### src/rtl/counter_ctrl_pkg.sv
// Shared types for the counter/timer controller.
//   cmd_op_e : command opcodes carried on cmd_op_i
//   state_e  : controller FSM states
//   mode_e   : timer mode latched on START
package counter_ctrl_pkg;

  typedef enum logic [1:0] {
    OpNop           = 2'b00,
    OpStartOneshot  = 2'b01,
    OpStartPeriodic = 2'b10,
    OpStop          = 2'b11
  } cmd_op_e;

  typedef enum logic [1:0] {
    StIdle = 2'b00,
    StRun  = 2'b01,
    StDone = 2'b10
  } state_e;

  typedef enum logic {
    ModeOneshot  = 1'b0,
    ModePeriodic = 1'b1
  } mode_e;

  function automatic logic is_start(cmd_op_e op);
    return (op == OpStartOneshot) || (op == OpStartPeriodic);
  endfunction

endpackage

### src/rtl/counter_prescaler.sv
// Prescaler for the counter/timer controller. Counts 0..divisor_i while enabled
// and pulses tick_o in the cycle the count equals divisor_i, then wraps to 0.
//   clk_i, rst_i : clock, synchronous active-high reset
//   clear_i      : force count to 0 (takes priority over en_i)
//   en_i         : advance count this cycle
//   divisor_i    : terminal prescale value (tick every divisor_i+1 enabled cycles)
//   tick_o       : combinational tick, valid only while en_i is high
module counter_prescaler #(
  parameter int unsigned PRESCALE_W = 4
) (
  input  logic                  clk_i,
  input  logic                  rst_i,
  input  logic                  clear_i,
  input  logic                  en_i,
  input  logic [PRESCALE_W-1:0] divisor_i,
  output logic                  tick_o
);

  logic [PRESCALE_W-1:0] cnt_d, cnt_q;

  assign tick_o = en_i && (cnt_q == divisor_i);

  always_comb begin
    cnt_d = cnt_q;
    if (clear_i) begin
      cnt_d = '0;
    end else if (en_i) begin
      cnt_d = tick_o ? '0 : cnt_q + PRESCALE_W'(1);
    end
  end

  always_ff @(posedge clk_i) begin
    if (rst_i) begin
      cnt_q <= '0;
    end else begin
      cnt_q <= cnt_d;
    end
  end

endmodule

### src/rtl/counter_timer_ctrl.sv
// Programmable timer controller: accepts START/STOP commands, runs a prescaled
// up-counter to a terminal period, raises a sticky irq on expiry and a sticky
// overrun when an expiry arrives while irq is still pending.
//   clk_i, rst_i     : clock, synchronous active-high reset
//   cmd_valid_i/ready_o : command handshake (always ready)
//   cmd_op_i         : NOP / START_ONESHOT / START_PERIODIC / STOP
//   cmd_period_i     : terminal count, latched on START
//   cmd_prescale_i   : prescale divisor-1, latched on START
//   count_o          : current counter value
//   running_o        : high while in RUN
//   irq_o, irq_ack_i : sticky expiry flag and its clear
//   overrun_o        : sticky missed-interrupt flag (cleared by irq_ack_i)
module counter_timer_ctrl
  import counter_ctrl_pkg::*;
#(
  parameter int unsigned WIDTH      = 8,
  parameter int unsigned PRESCALE_W = 4
) (
  input  logic                  clk_i,
  input  logic                  rst_i,
  input  logic                  cmd_valid_i,
  output logic                  cmd_ready_o,
  input  logic [1:0]            cmd_op_i,
  input  logic [WIDTH-1:0]      cmd_period_i,
  input  logic [PRESCALE_W-1:0] cmd_prescale_i,
  output logic [WIDTH-1:0]      count_o,
  output logic                  running_o,
  output logic                  irq_o,
  input  logic                  irq_ack_i,
  output logic                  overrun_o
);

  state_e                state_d, state_q;
  mode_e                 mode_d, mode_q;
  logic [WIDTH-1:0]      count_d, count_q;
  logic [WIDTH-1:0]      period_d, period_q;
  logic [PRESCALE_W-1:0] prescale_d, prescale_q;
  logic                  irq_d, irq_q;
  logic                  overrun_d, overrun_q;

  cmd_op_e op;
  logic    cmd_fire;
  logic    start_cmd;
  logic    stop_cmd;
  logic    tick;
  logic    expiry;

  assign cmd_ready_o = 1'b1;
  assign op          = cmd_op_e'(cmd_op_i);
  assign cmd_fire    = cmd_valid_i && cmd_ready_o;
  assign start_cmd   = cmd_fire && is_start(op);
  assign stop_cmd    = cmd_fire && (op == OpStop);

  counter_prescaler #(
    .PRESCALE_W (PRESCALE_W)
  ) u_prescaler (
    .clk_i     (clk_i),
    .rst_i     (rst_i),
    .clear_i   (start_cmd),
    .en_i      (state_q == StRun),
    .divisor_i (prescale_q),
    .tick_o    (tick)
  );

  // Expiry is evaluated independently of any command so a simultaneous
  // command still lets the irq be raised.
  assign expiry = (state_q == StRun) && tick && (count_q == period_q);

  always_comb begin
    state_d    = state_q;
    mode_d     = mode_q;
    count_d    = count_q;
    period_d   = period_q;
    prescale_d = prescale_q;

    if (start_cmd) begin
      // Restart identically from any state.
      state_d    = StRun;
      count_d    = '0;
      period_d   = cmd_period_i;
      prescale_d = cmd_prescale_i;
      mode_d     = (op == OpStartPeriodic) ? ModePeriodic : ModeOneshot;
    end else if (stop_cmd) begin
      state_d = StIdle;
    end else if ((state_q == StRun) && tick) begin
      if (count_q == period_q) begin
        if (mode_q == ModePeriodic) begin
          count_d = '0;
        end else begin
          state_d = StDone;
        end
      end else begin
        count_d = count_q + WIDTH'(1);
      end
    end
  end

  always_comb begin
    irq_d     = irq_q;
    overrun_d = overrun_q;
    if (expiry) begin
      // Ack in the same cycle loses to the new expiry.
      irq_d = 1'b1;
      if (irq_q && !irq_ack_i) begin
        overrun_d = 1'b1;
      end
    end else if (irq_ack_i) begin
      irq_d     = 1'b0;
      overrun_d = 1'b0;
    end
  end

  always_ff @(posedge clk_i) begin
    if (rst_i) begin
      state_q    <= StIdle;
      mode_q     <= ModeOneshot;
      count_q    <= '0;
      period_q   <= '0;
      prescale_q <= '0;
      irq_q      <= 1'b0;
      overrun_q  <= 1'b0;
    end else begin
      state_q    <= state_d;
      mode_q     <= mode_d;
      count_q    <= count_d;
      period_q   <= period_d;
      prescale_q <= prescale_d;
      irq_q      <= irq_d;
      overrun_q  <= overrun_d;
    end
  end

  assign count_o   = count_q;
  assign running_o = (state_q == StRun);
  assign irq_o     = irq_q;
  assign overrun_o = overrun_q;

endmodule

### config.mk
export PLATFORM = sky130hd
export DESIGN_NAME = counter_timer_ctrl
export DESIGN_NICKNAME = d
export VERILOG_FILES = /design/src/rtl/counter_ctrl_pkg.sv /design/src/rtl/counter_prescaler.sv /design/src/rtl/counter_timer_ctrl.sv
export SDC_FILE = /design/constraint.sdc
export NUM_CORES = 1
export LEC_CHECK = 0
export CAP_MARGIN = 5
export CORE_ASPECT_RATIO = 1.25
export CORE_MARGIN = 1.5
export CORE_UTILIZATION = 30
export DETAILED_ROUTE_END_ITERATION = 6
export SYNTH_ARGS = -nofsm -noshare
export SYNTH_HDL_FRONTEND = slang
export SYNTH_SLANG_ARGS = --single-unit
### constraint.sdc
create_clock -name clk_i -period 3.3 [get_ports clk_i]
set_input_delay 0.66 -clock clk_i [delete_from_list [all_inputs] [get_ports clk_i]]
set_output_delay 0.66 -clock clk_i [all_outputs]
set_load 0.005 [all_outputs]
==> results.py, run 1 <==
metrics = {
    "grt": {
        "antenna_found_initial": 0,
        "grt_pass1_vias": 1152,
        "grt_overflow": 0,
        "grt_first_pass_wirelength_mm": 5.15,
        "grt_start_max_net_pins": 19,
        "grt_usage_pct": 13.3,
    },
    "critical_path": {
        "required_ns": 3.46,
        "worstPathArrival_ns": 2.60,
        "critPathKind": "in2reg",
        "cp_max_fo": 10,
        "end_kind": "register",
        "start_kind": "input port",
        "worstReg2RegStart": "u_prescaler.cnt_q[1]",
        "rr_endpoint": "count_o[6]",
        "reg2regPathDepth": 5,
        "reg2reg_slack_ns": 1.32,
    },
    "job": {
        "drv_cap": 0,
    },
    "power": {
        "internal-power_uw": 664,
        "power_leakage_uw": 0.000680,
        "p_per_area_nw_per_um2": 467,
        "peakVddDrop_mv": 0.213,
        "seq_power_share_pct": 43.3,
        "power_switching_share_pct": 23.2,
        "power_uw": 864,
        "p_comb_share_pct": 13.3,
        "p_clk_share_pct": 43.4,
        "p_sw_uw": 201,
    },
    "detailed_routing": {
        "dr.first_iter.drc_count": 39,
        "num_vias": 1226,
        "totalWireLength_mm": 3.05,
        "vias_per_cell": 4.72,
        "drc": 0,
        "wire_per_inst_um": 11.7,
        "ant_nets": 0,
        "first_pass_iters": 4,
    },
    "timing": {
        "rsz0062_at_grt": "false",
        "setup-tns-final_ns": 0,
        "setup_ws_ns": 0.860,
        "fmax_ghz": 0.410,
        "setup_viol": 0,
        "slew_viol_final": 0,
        "worstMarginPinSlew_ns": 0.617,
        "finalCritPeriodShare_pct": 73.9,
        "period_needed_ns": 2.44,
        "maxSlewHeadroom_pct": 58.6,
        "finalHoldViolCount": 0,
        "fin_skew_ns": 0.00558,
    },
    "clock_tree": {
        "insertion_delay_ns": 0.28,
        "cts_resized": 0,
        "holdBufCountCts": 0,
        "cts_tree": "built",
        "h-tree-depth": 2,
        "numClockSinks": 29,
        "post_cts_buffers": 0,
        "cts-buffers-inserted": 5,
        "clkSlewWorstSetupHoldPaths_ns": 0.06,
        "clockBufferDepth": 2,
        "cts_root_buf": "clkbuf_8",
    },
    "final_layout": {
        "synthToLayoutAreaGrowth_pct": 32.8,
        "design_area_um2": 1850,
        "drive_above_1_share_pct": 6.93,
        "n_antenna_cell": 0,
        "nets": 223,
    },
    "place": {
        "place_area_um2": 1730,
        "hpwlAfterDp_mm": 2.29,
        "place_congestion": 0.787,
        "port_buffers": 28,
        "place_ws_ns": 0.560,
    },
    "synthesis": {
        "ys_seq_area_share_pct": 41.7,
        "synth_area_per_cell_um2": 8.19,
        "synth-seq-cells": 29,
        "syn_nets": 192,
        "yosys_warnings": 0,
        "synth_cells": 170,
        "syn_area_um2": 1390,
        "synth_cell_types": 40,
    },
    "die": {
        "num_rows": 27,
        "die_w_um": 63.9,
        "initial_core_util_pct": 31.5,
        "ioPinCount": 30,
        "die_height_um": 79.2,
        "coreArea_um2": 4430,
        "die_area_um2": 5060,
    },
    "min_path": {
        "hold_path_end": "period_q[0]",
        "whs_path_depth": 2,
        "worstHoldStart": "period_q[0]",
        "hold_class": "reg2reg",
    },
    "status": {
        "status": "complete, no violations",
    },
}
-- per-layer routing --
layer / wire length, µm / global-route usage (%) / vias up
met5: 0 / 0 / -
met3: 132 / 3.82 / 2
li1: - / - / 643
met4: 19 / 6.30 / 0
met1: 1320 / 14.3 / 554
met2: 1580 / 23.5 / 27
-- layout by cell type (no fill, tap or decap), types with 2 or more instances in the layout --
master	count
nand2_1	38
dfxtp_1	29
clkdlybuf4s50_1	28
a21oi_1	15
xnor2_1	12
nor2_1	12
nor3_1	6
clkbuf_8	6
nand3_1	5
ha_1	4
nand4_1	3
nand2b_1	3
o21ai_0	3
nor4_1	3
a211o_1	3
inv_1	2
nor2b_1	2
or3_1	2
a221o_1	2
xor2_1	2
buf_4	2
-- metrics by stage --
stage               cells  utilization, %  hold WS (ns)
finish                260            41.8         0.468
global route          260            41.8         0.489
CTS                   260            41.8         0.471
detailed placement    252            39.2         0.462
global placement      252            39.2         0.459
floorplan             170               -         0.446
-- cell type report --
| type | count | area, µm² |
|---|---|---|
| clock buffers | 7 | 86.3 |
| clock inverters | 1 | 30.0 |
| fillers | 465 | 2580 |
| inverters | 3 | 11.3 |
| multi-input cells | 132 | 773 |
| flip-flops and latches | 29 | 581 |
| well taps | 58 | 72.6 |
| repair buffers | 30 | 295 |
-- worst max path at each step --
stage                            end        start
final                     count_o[6]  cmd_op_i[0]
after global routing      count_o[6]  cmd_op_i[0]
after CTS                 count_o[6]  cmd_op_i[0]
after detailed placement  count_o[7]  cmd_op_i[0]
after global placement    count_o[6]  cmd_op_i[0]
after floorplan           count_o[6]  cmd_op_i[0]
-- synth_stat cells (all sizes together) --
cell / number / area share [%]
inv: 3 / 0.81
nor2b: 2 / 0.90
or2: 1 / 0.45
buf: 3 / 1.2
dfxtp: 29 / 42
a31oi: 1 / 0.45
clkbuf: 3 / 0.81
a22o: 1 / 0.63
nand2: 38 / 10
xor2: 2 / 1.3
nand4: 3 / 1.3
nand3: 5 / 1.8
o211a: 1 / 0.72
xnor2: 12 / 7.5
o21ai: 4 / 1.4
ha: 4 / 3.6
a21oi: 15 / 5.4
nor3: 6 / 2.2
a211o: 3 / 1.9
and2: 1 / 0.45
a21boi: 1 / 0.54
and3b: 1 / 0.63
nor2: 12 / 3.2
a2bb2oi: 1 / 0.63
nand3b: 1 / 0.54
a221o: 2 / 1.4
mux2: 1 / 0.81
nor4: 3 / 1.3
nor3b: 1 / 0.54
nand2b: 4 / 2.3
o22ai: 1 / 0.45
o211ai: 1 / 0.54
o21a: 1 / 1.1
or3: 2 / 0.90
conb: 1 / 0.27
-- state kept, by name, summed over array words and instances, names as in the netlist --
register and flops:
overrun_o 1, count_o 8, state_q 2, period_q 8, mode_q 1, irq_o 1, u_prescaler.cnt_q 4, prescale_q 4
-- power groups by stage --
stage / logic, µW / clock network [µW] / registers [µW]
floorplan: 73.1 / 0 / 380
global placement: 115 / 0 / 382
detailed placement: 116 / 0 / 382
CTS: 116 / 384 / 375
global route: 129 / 400 / 376
finish: 115 / 375 / 374
-- logic make-up (layout without fill, tap and decap cells) --
kind of cell / count (synthesis) / in the layout / synth area share, %
and+or+nand+nor: 80 / 80 / 26.9
AOI/OAI and AO/OA: 32 / 32 / 15.2
DFF: 29 / 29 / 41.7
xor gates and xnor gates: 14 / 14 / 8.81
buffers and inverters: 9 / 41 / 2.78
adders and majority gates: 4 / 4 / 3.59
other: 1 / 1 / 0.269
muxes: 1 / 1 / 0.809
-- critical path, stage by stage --
cell,delay (ns)
clkdlybuf4s50_1,0.48
inv_1,0.05
ha_1,0.29
nor2b_1,0.15
nor2_1,0.11
o21ai_1,0.35
nor2_1,0.19
a221o_1,0.32
(Power assumes the default switching activity.)
==> run 2, diff against run 1 <==
==> constraint.sdc (replaced) <==
create_clock -name clk_i -period 2.1 [get_ports clk_i]
set_input_delay 0.42 -clock clk_i [delete_from_list [all_inputs] [get_ports clk_i]]
set_output_delay 0.42 -clock clk_i [all_outputs]
set_load 0.005 [all_outputs]
==> run 2 against run 1 <==
Sequential power rose by 57%; via count rose by 2.0%; clock power rose by 15%; register-to-register slack got worse by 1.1 ns; core utilization rose by 0.88 points; critical path depth fell by 2; non-clock buffer count rose by 9; critical path type unchanged.
==> results.py, run 2 (synthesis gave the netlist of run 1 again) <==
metrics = {
    "status": {
        "status": "complete, no violations",
    },
    "critical_path": {
        "path_cells": "clkdlybuf4s50_1 > ha_1 > and2_1 > or3_1 > o21a_4 > a221o_1",
        "cp_num_buf_inv": 1,
        "cp_max_fo": 7,
        "cp_top_family": "compound AO/OA/AOI/OAI gates",
        "required_ns": 2.26,
        "cpMaxStageDelayCell": "clkdlybuf4s50_1",
        "start_kind": "input port",
        "critPathKind": "in2reg",
        "critPathMaxStageDelay_ns": 0.43,
        "worstPathArrival_ns": 2.19,
        "end_kind": "register",
    },
    "grt": {
        "grt_overflow": 0,
        "grt_usage_pct": 13.9,
        "grt_pass1_vias": 1186,
        "grt_first_pass_wirelength_mm": 5.42,
        "antenna_found_initial": 0,
        "grt_start_max_net_pins": 19,
    },
    "clock_tree": {
        "post_cts_buffers": 0,
        "insertion_delay_ns": 0.28,
        "holdBufCountCts": 0,
        "numClockSinks": 29,
        "cts_tree": "built",
        "cts-buffers-inserted": 5,
        "cts_root_buf": "clkbuf_8",
        "clkSlewWorstSetupHoldPaths_ns": 0.06,
        "clockBufferDepth": 2,
        "h-tree-depth": 2,
        "cts_resized": 0,
    },
    "power": {
        "power_uw": 1220,
        "peakVddDrop_mv": 0.354,
        "power_leakage_uw": 0.000709,
        "p_per_area_nw_per_um2": 648,
    },
    "final_layout": {
        "synthToLayoutAreaGrowth_pct": 35.6,
        "final_cell_mix": "nand2_1, dfxtp_1, clkdlybuf4s50_1",
        "n_antenna_cell": 0,
        "drive_above_1_share_pct": 11.8,
        "nets": 232,
        "mostFrequentLayoutCell": "nand2_1",
    },
    "detailed_routing": {
        "route.met2.wl_mm": 1.55,
        "wire_per_inst_um": 11.5,
        "top_layer_used": "met4",
        "drc": 0,
        "dr.first_iter.drc_count": 31,
        "totalWireLength_mm": 3.11,
        "ant_nets": 0,
        "vias_per_cell": 4.65,
        "first_pass_iters": 4,
        "dr_wl_met3_um": 148,
        "wl_met1_mm": 1.39,
        "num_vias": 1251,
    },
    "die": {
        "coreArea_um2": 4430,
        "initial_core_util_pct": 31.5,
        "die_w_um": 63.9,
        "ioPinCount": 30,
        "die_area_um2": 5060,
        "die_height_um": 79.2,
        "num_rows": 27,
    },
    "timing": {
        "slew_viol_final": 0,
        "setup_viol": 0,
        "finalCritPeriodShare_pct": 96.7,
        "fin_skew_ns": 0.00387,
        "fmax_ghz": 0.493,
        "setup-tns-final_ns": 0,
        "finalHoldViolCount": 0,
        "period_needed_ns": 2.03,
    },
    "place": {
        "hpwlAfterDp_mm": 2.36,
        "port_buffers": 28,
        "place_congestion": 0.758,
    },
    "min_path": {
        "hold_class": "reg2reg",
    },
    "job": {
        "drv_cap": 0,
    },
}
==> run 2: final timing paths <==
kind / from / cells after the start / slack (ns) / end
worst max-delay path: cmd_op_i[0] / 6 / 0.07 / count_o[7]
worst min-delay path: period_q[0] / 2 / 0.47 / period_q[0]
worst max register to register: u_prescaler.cnt_q[0] / 5 / 0.24 / count_o[7]
worst min register to register: period_q[0] / 2 / 0.47 / period_q[0]
==> run 2: tightest hold or removal path: cells and delay by family (launching register included) <==
kind	cells	cell delay (ns)
flops	1	0.32
simple gates	1	0.05
compound gates	1	0.05
==> run 2: area by class of cell <==
cell class	count	area [µm²]
Fill cell	460	2540
Multi-Input combinational cell	132	778
Sequential cell	29	581
Timing Repair Buffer	39	363
Clock buffer	6	72.6
Tap cell	58	72.6
Inverter	3	11.3
Clock inverter	2	10.0
==> run 2: per-stage QoR <==
step                      cell area [µm²]  worst slack (ns)  instances  util (%)  hold WS, ns
after floorplan                      1390             0.190        170         -        0.446
after global placement               1800            -0.195        261      40.7        0.459
after detailed placement             1800            -0.217        261      40.7        0.463
after CTS                            1880            0.0546        269      42.6        0.472
after global routing                 1890          -0.00663        269      42.7        0.493
final                                1890            0.0695        269      42.7        0.470
==> run 2: metal layers <==
metal  vias up  global-route usage [%]
met5         -                       0
met4         0                    6.52
met3         3                    3.40
met2        35                    22.9
met1       552                    16.9
li1        661                       -
==> run 2: where the power goes <==
part	switching, µW	internal, µW
Sequential	17.1	571
Clock	203	229
Combinational	99.8	103
Total	320	903
